$ cat config.mk
export PLATFORM = sky130hd
export DESIGN_NAME = vram_scan_fetcher_flat
export DESIGN_NICKNAME = d
export VERILOG_FILES = /design/src/rtl/video_pkg.sv /design/src/rtl/vram_scan_fetcher_if.sv /design/src/rtl/scan_fifo.sv /design/src/rtl/vram_scan_fetcher.sv /design/src/flat_wrapper.sv
export SDC_FILE = /design/constraint.sdc
export NUM_CORES = 1
export LEC_CHECK = 0
export CORE_ASPECT_RATIO = 0.9
export CORE_MARGIN = 1.5
export CORE_UTILIZATION = 50
export DETAILED_ROUTE_END_ITERATION = 16
export PLACE_DENSITY = 0.67
export SYNTH_ARGS = -nofsm -noshare
export SYNTH_HDL_FRONTEND = slang
export SYNTH_HIERARCHICAL = 1
export SYNTH_SLANG_ARGS = --single-unit
$ cat constraint.sdc
create_clock -name CLK_I -period 3.4 [get_ports CLK_I]
set_input_delay 0.51 -clock CLK_I [delete_from_list [all_inputs] [get_ports CLK_I]]
set_output_delay 0.51 -clock CLK_I [all_outputs]
set_load 0.1 [all_outputs]
$ cat src/rtl/video_pkg.sv
// Shared constants and fetch-sequencer state encoding for the VRAM scanline fetcher.
package video_pkg;
    localparam int VRAM_AW            = 13;
    localparam int PIX_PER_WORD       = 16;
    localparam int DEF_WORDS_PER_LINE = 640 / PIX_PER_WORD;
    localparam int DEF_LINES          = 200;

    typedef enum logic [1:0] {
        IDLE   = 2'd0,
        WAIT_H = 2'd1,
        FETCH  = 2'd2
    } fetch_state_t;
endpackage

$ cat src/rtl/vram_scan_fetcher_if.sv
// Wishbone read bus towards the VRAM B port plus the pixel-word stream to the shifter.
interface vram_scan_fetcher_if;
    import video_pkg::*;

    logic [VRAM_AW-1:0] adr;
    logic               cyc;
    logic               stb;
    logic               we;
    logic [1:0]         sel;
    logic               ack;
    logic [15:0]        dat;
    logic [15:0]        pix_dat;
    logic               pix_vld;
    logic               pix_rdy;

    modport master (
        output adr, cyc, stb, we, sel, pix_dat, pix_vld,
        input  ack, dat, pix_rdy
    );

    modport slave (
        input  adr, cyc, stb, we, sel, pix_dat, pix_vld,
        output ack, dat, pix_rdy
    );
endinterface

$ cat src/rtl/scan_fifo.sv
// Synchronous first-word-fall-through FIFO; the head word is presented combinationally.
module scan_fifo #(
    parameter int WIDTH = 16,
    parameter int AW    = 3
) (
    input  logic             clk,
    input  logic             rst,
    input  logic             push,
    input  logic             pop,
    input  logic             flush,
    input  logic [WIDTH-1:0] din,
    output logic [WIDTH-1:0] dout,
    output logic             full,
    output logic             empty,
    output logic [AW:0]      free
);
    localparam int DEPTH = 1 << AW;

    logic [WIDTH-1:0] mem [DEPTH];
    logic [AW-1:0]    wr_ptr;
    logic [AW-1:0]    rd_ptr;
    logic [AW:0]      cnt;
    logic             do_push;
    logic             do_pop;

    assign empty   = (cnt == '0);
    assign full    = (cnt == (AW+1)'(DEPTH));
    assign free    = (AW+1)'(DEPTH) - cnt;
    assign do_pop  = pop & ~empty;
    // A pop frees the head slot in the same edge, so push is allowed even when full.
    assign do_push = push & (~full | do_pop);
    assign dout    = empty ? '0 : mem[rd_ptr];

    always_ff @(posedge clk) begin
        if (do_push) mem[wr_ptr] <= din;
    end

    always_ff @(posedge clk) begin
        if (rst || flush) begin
            wr_ptr <= '0;
            rd_ptr <= '0;
            cnt    <= '0;
        end else begin
            if (do_push) wr_ptr <= wr_ptr + AW'(1);
            if (do_pop)  rd_ptr <= rd_ptr + AW'(1);
            cnt <= cnt + (AW+1)'(do_push) - (AW+1)'(do_pop);
        end
    end
endmodule

$ cat src/rtl/vram_scan_fetcher.sv
// Video-refresh DMA sequencer: fetches one scanline of VRAM words per HSTART into a FIFO
// that the pixel shifter drains.
module vram_scan_fetcher
    import video_pkg::*;
#(
    parameter int                 WORDS_PER_LINE = DEF_WORDS_PER_LINE,
    parameter int                 LINES          = DEF_LINES,
    parameter logic [VRAM_AW-1:0] BASE_ADR       = '0,
    parameter int                 FIFO_AW        = 3
) (
    input  logic                CLK_I,
    input  logic                RST_I,
    input  logic                VSYNC_I,
    input  logic                HSTART_I,
    vram_scan_fetcher_if.master bus,
    output logic [7:0]          LINE_O,
    output logic                LATE_O
);
    localparam int CW = $clog2(WORDS_PER_LINE + 1);

    fetch_state_t     state;
    logic [CW-1:0]    count;
    logic             accept;
    logic             pop_eff;
    logic             last;
    logic             room;
    logic             fifo_full;
    logic             fifo_empty;
    logic [FIFO_AW:0] free;
    logic [FIFO_AW+1:0] free_nxt;

    assign accept  = bus.ack & bus.stb;
    assign pop_eff = bus.pix_rdy & ~fifo_empty;
    assign last    = (count == CW'(WORDS_PER_LINE - 1));
    // Room is judged on the fill level after this edge; two free slots cover the read in flight.
    assign free_nxt = {1'b0, free} + (FIFO_AW+2)'(pop_eff) - (FIFO_AW+2)'(accept);
    assign room     = ~fifo_full & (free_nxt >= (FIFO_AW+2)'(2));

    assign bus.we      = 1'b0;
    assign bus.sel     = bus.stb ? 2'b11 : 2'b00;
    assign bus.pix_vld = ~fifo_empty;

    scan_fifo #(
        .WIDTH (16),
        .AW    (FIFO_AW)
    ) u_fifo (
        .clk   (CLK_I),
        .rst   (RST_I),
        .push  (accept),
        .pop   (bus.pix_rdy),
        .flush (VSYNC_I),
        .din   (bus.dat),
        .dout  (bus.pix_dat),
        .full  (fifo_full),
        .empty (fifo_empty),
        .free  (free)
    );

    always_ff @(posedge CLK_I) begin
        if (RST_I) begin
            state   <= IDLE;
            bus.adr <= BASE_ADR;
            bus.cyc <= 1'b0;
            bus.stb <= 1'b0;
            count   <= '0;
            LINE_O  <= '0;
            LATE_O  <= 1'b0;
        end else begin
            LATE_O <= HSTART_I & (state == FETCH) & ~VSYNC_I;
            if (VSYNC_I) begin
                state   <= WAIT_H;
                bus.adr <= BASE_ADR;
                bus.cyc <= 1'b0;
                bus.stb <= 1'b0;
                count   <= '0;
                LINE_O  <= '0;
            end else begin
                case (state)
                    IDLE: begin
                        bus.cyc <= 1'b0;
                        bus.stb <= 1'b0;
                    end
                    WAIT_H: begin
                        if (HSTART_I) begin
                            state   <= FETCH;
                            count   <= '0;
                            bus.cyc <= room;
                            bus.stb <= room;
                        end
                    end
                    FETCH: begin
                        if (accept) begin
                            bus.adr <= bus.adr + VRAM_AW'(1);
                            count   <= count + CW'(1);
                        end
                        if (accept && last) begin
                            bus.cyc <= 1'b0;
                            bus.stb <= 1'b0;
                            if (LINE_O == 8'(LINES - 1)) begin
                                state <= IDLE;
                            end else begin
                                state  <= WAIT_H;
                                LINE_O <= LINE_O + 8'd1;
                            end
                        end else begin
                            bus.cyc <= room;
                            bus.stb <= room;
                        end
                    end
                    default: state <= IDLE;
                endcase
            end
        end
    end
endmodule

$ cat src/flat_wrapper.sv
// flat-port wrapper written by rule: the top's interface ports become plain ports
module vram_scan_fetcher_flat import video_pkg::*;
#(
    parameter int                 WORDS_PER_LINE = DEF_WORDS_PER_LINE,
    parameter int                 LINES          = DEF_LINES,
    parameter logic [VRAM_AW-1:0] BASE_ADR       = '0,
    parameter int                 FIFO_AW        = 3
)
  (CLK_I, RST_I, VSYNC_I, HSTART_I, LINE_O, LATE_O, bus_adr, bus_cyc, bus_stb, bus_we, bus_sel, bus_pix_dat, bus_pix_vld, bus_ack, bus_dat, bus_pix_rdy);
  vram_scan_fetcher_if bus_i ();
  input  logic CLK_I;
  input  logic RST_I;
  input  logic VSYNC_I;
  input  logic HSTART_I;
  output logic [7:0] LINE_O;
  output logic LATE_O;
  output wire logic [$bits(bus_i.adr)-1:0] bus_adr;
  output wire logic [$bits(bus_i.cyc)-1:0] bus_cyc;
  output wire logic [$bits(bus_i.stb)-1:0] bus_stb;
  output wire logic [$bits(bus_i.we)-1:0] bus_we;
  output wire logic [$bits(bus_i.sel)-1:0] bus_sel;
  output wire logic [$bits(bus_i.pix_dat)-1:0] bus_pix_dat;
  output wire logic [$bits(bus_i.pix_vld)-1:0] bus_pix_vld;
  input wire logic [$bits(bus_i.ack)-1:0] bus_ack;
  input wire logic [$bits(bus_i.dat)-1:0] bus_dat;
  input wire logic [$bits(bus_i.pix_rdy)-1:0] bus_pix_rdy;
  assign bus_adr = bus_i.adr;
  assign bus_cyc = bus_i.cyc;
  assign bus_stb = bus_i.stb;
  assign bus_we = bus_i.we;
  assign bus_sel = bus_i.sel;
  assign bus_pix_dat = bus_i.pix_dat;
  assign bus_pix_vld = bus_i.pix_vld;
  assign bus_i.ack = bus_ack;
  assign bus_i.dat = bus_dat;
  assign bus_i.pix_rdy = bus_pix_rdy;
  vram_scan_fetcher #(.WORDS_PER_LINE(WORDS_PER_LINE), .LINES(LINES), .BASE_ADR(BASE_ADR), .FIFO_AW(FIFO_AW)) u_core (.CLK_I(CLK_I), .RST_I(RST_I), .VSYNC_I(VSYNC_I), .HSTART_I(HSTART_I), .bus(bus_i), .LINE_O(LINE_O), .LATE_O(LATE_O));
endmodule
==> results.sh <==
export IMPL_slew_headroom=0.325
export IMPL_cp_end_kind="output pin"
export IMPL_total_power_mw=6.34
export IMPL_grt_pass1_vias=4618
export IMPL_worst_pin_slew_ns=1.01
export IMPL_clock_latency_ns=0.42
export IMPL_synthAdderAreaFrac=0.0398
export IMPL_vias_per_cell=5.54
export IMPL_grt_setup_unrepaired="no"
export IMPL_async_reset_ff_frac=0
export IMPL_grt_pass1_wl_um=24400
export IMPL_fin_skew_ns=0.00479
export IMPL_cts_repair_resized=0
export IMPL_yosysUniqueCellTypes=52
export IMPL_synthCells=562
export IMPL_synth_compound_area_frac=0.0803
export IMPL_min_from="u_core/count[1]"
export IMPL_holdWs_ns=0.501
export IMPL_wl_um=15200
export IMPL_numPortBuffers=64
export IMPL_ctsRootBufferMaster="clkbuf_16"
export IMPL_core_area_um2=14800
export IMPL_drv_cap=0
export IMPL_hold_viol=0
export IMPL_yosysWarnings=6
export IMPL_cts_tree="yes"
export IMPL_regArea_um2=4730
export IMPL_first_iter_violations=379
export IMPL_hold_class="reg2reg"
export IMPL_grt_max_degree=41
export IMPL_drive_above_1_share=0.210
export IMPL_final_cell_mix="edfxtp_1 (128), mux2_2 (48), clkdlybuf4s50_1 (43), dfxtp_1 (43), nand3_1 (28)"
export IMPL_synth_top_area_frac=0.506
export IMPL_r2r_start="u_core/u_fifo/cnt[1]"
export IMPL_synth_xor_area_share=0.0276
export IMPL_worstPathArrival_ns=2.55
export IMPL_timing_setup_tns_ns=0
export IMPL_critPathLaunchType="flop"
export IMPL_die_x_um=133
export IMPL_first_pass_iters=5
export IMPL_fin_crit_sh=0.900
export IMPL_min_period_ns=3.06
export IMPL_synth_edf_count=128
export IMPL_synthMuxAreaShare=0.100
export IMPL_power_density_nw_per_um2=688
export IMPL_synth_top_area_cell="edfxtp_1"
export IMPL_yosysSeqAreaShare=0.621
export IMPL_cts_made_buffers=17
export IMPL_outcome="finished, final reports clean"
export IMPL_htreeDepth=4
export IMPL_ys_top_cells_by_area="edfxtp_1 (51%), dfxtp_1 (12%), mux2_2 (7.1%), ha_1 (3.5%), mux2i_1 (2.9%)"
export IMPL_fmax_mhz=327
export IMPL_fillers=1100
export IMPL_cts_sink_count=172
export IMPL_synth_nets=607
export IMPL_post_cts_buffers=0
export IMPL_synth_area_um2=7600
export IMPL_path_clk_slew_ns=0.06
export IMPL_diodes=0
export IMPL_synthSimpleGateAreaFrac=0.0950
export IMPL_crit_required_ns=2.89
export IMPL_area_growth_synth_to_final_pct=21.3
export IMPL_final_common_cell="edfxtp_1"
export IMPL_cts_max_path_buffers=2
export IMPL_multi_input_area_um2=2650
export IMPL_synth_ff_type="edfxtp_1"
export IMPL_crit_path_start="u_core/u_fifo/cnt[1]"
export IMPL_num_rows=42
export IMPL_drv_slew=0
export IMPL_initial_core_util=0.515
export IMPL_dp_hpwl_um=9300
export IMPL_crit_path_max_fanout=16
export IMPL_fin_nets=675
export IMPL_hold_buffers=0
export IMPL_wl_per_cell_um=18.0
export IMPL_remaining_drc_errors=0
export IMPL_overflow=0
export IMPL_vdd_drop_max_uv=570
export IMPL_leakage_nw=3.03
export IMPL_syn_mean_instance_area_um2=13.5
export IMPL_place_congestion=0.779
export IMPL_die_y_um=120
export IMPL_io_pins=66
export IMPL_vias=4658
export IMPL_antenna_found_initial=0
export IMPL_finalSetupViolations=0
export IMPL_dieArea_um2=16000
export IMPL_groute_usage_overall=0.202
export IMPL_ant_nets=0
export IMPL_synth_top_family_by_area="multiplexers"
export IMPL_critPathKind="reg2out"
export IMPL_ys_ff_latch=172
[cell usage after synthesis (all sizes together), types with 3 or more instances]
master	count
edfxtp	128
mux2	48
dfxtp	44
nand3	28
inv	26
nor2	25
mux2i	22
ha	21
nand2	19
o211ai	19
xnor2	19
buf	18
nor3	17
a32oi	16
clkbuf	12
a21oi	11
nor4	11
o21ai	9
or3	9
nand4	7
and2	5
xor2	5
a211oi	4
nand2b	4
nor2b	4
a21o	3
a31oi	3
or2	3
[worst max-delay path: stages, from the launching register on]
cell      delay, ns
dfxtp_1        0.38
inv_1          0.10
ha_1           0.30
and2_1         0.22
or3_1          0.31
buf_4          0.24
o211ai_1       0.35
buf_12         0.22
[worst paths after layout]
path	to	slack, ns	cells after the start
max reg2reg	u_core/bus.stb	0.88	10
min	u_core/count[1]	0.50	2
max	bus_pix_dat[15]	0.34	7
min reg2reg	u_core/count[1]	0.50	2
[stage by stage]
step	utilization	setup slack, ns	cells	area, µm²
floorplan	-	0.0304	562	7610
global placement	0.585	0.556	809	8640
detailed placement	0.585	0.463	809	8640
CTS	0.624	0.301	841	9220
global route	0.624	0.189	841	9220
finish	0.624	0.339	841	9220
[cell type report]
type,count,area share
Multi-Input combinational cell,334,0.287
Clock buffer,19,0.0470
Timing Repair Buffer,79,0.0991
Clock inverter,13,0.0163
Tap cell,198,0.0269
Inverter,26,0.0109
Sequential cell,172,0.513
[routing by layer]
metal	routed length, µm	track usage	up-vias
met2	7140	0.312	112
li1	-	-	2256
met4	178	0.0666	0
met5	0	0	-
met3	797	0.0465	12
met1	7050	0.283	2278
[power by group]
group / total (mW) / internal (mW) / switching, mW
clock: 1.90 / 1.15 / 0.756
combinational: 2.15 / 0.733 / 1.42
sequential: 2.29 / 2.27 / 0.0174
[flip-flops by register name, summed over array words and instances (netlist names), named ones only]
name / flops
u_core/bus.stb: 1
u_core/u_fifo/rd_ptr: 3
u_core/u_fifo/cnt: 4
u_core/u_fifo/mem: 128
u_core/LATE_O: 1
u_core/bus.adr: 13
u_core/LINE_O: 8
u_core/u_fifo/wr_ptr: 3
u_core/state: 2
u_core/count: 6
[cell families (layout without fill, tap and decap cells)]
kind of cell / Yosys count / count (layout)
compound gates: 77 / 77
mux: 70 / 70
other cells: 1 / 1
buf+inv: 56 / 137
simple gates: 139 / 139
fa+ha+maj: 23 / 23
flops: 172 / 172
xor+xnor: 24 / 24
Power figures use the tool's default switching activity.
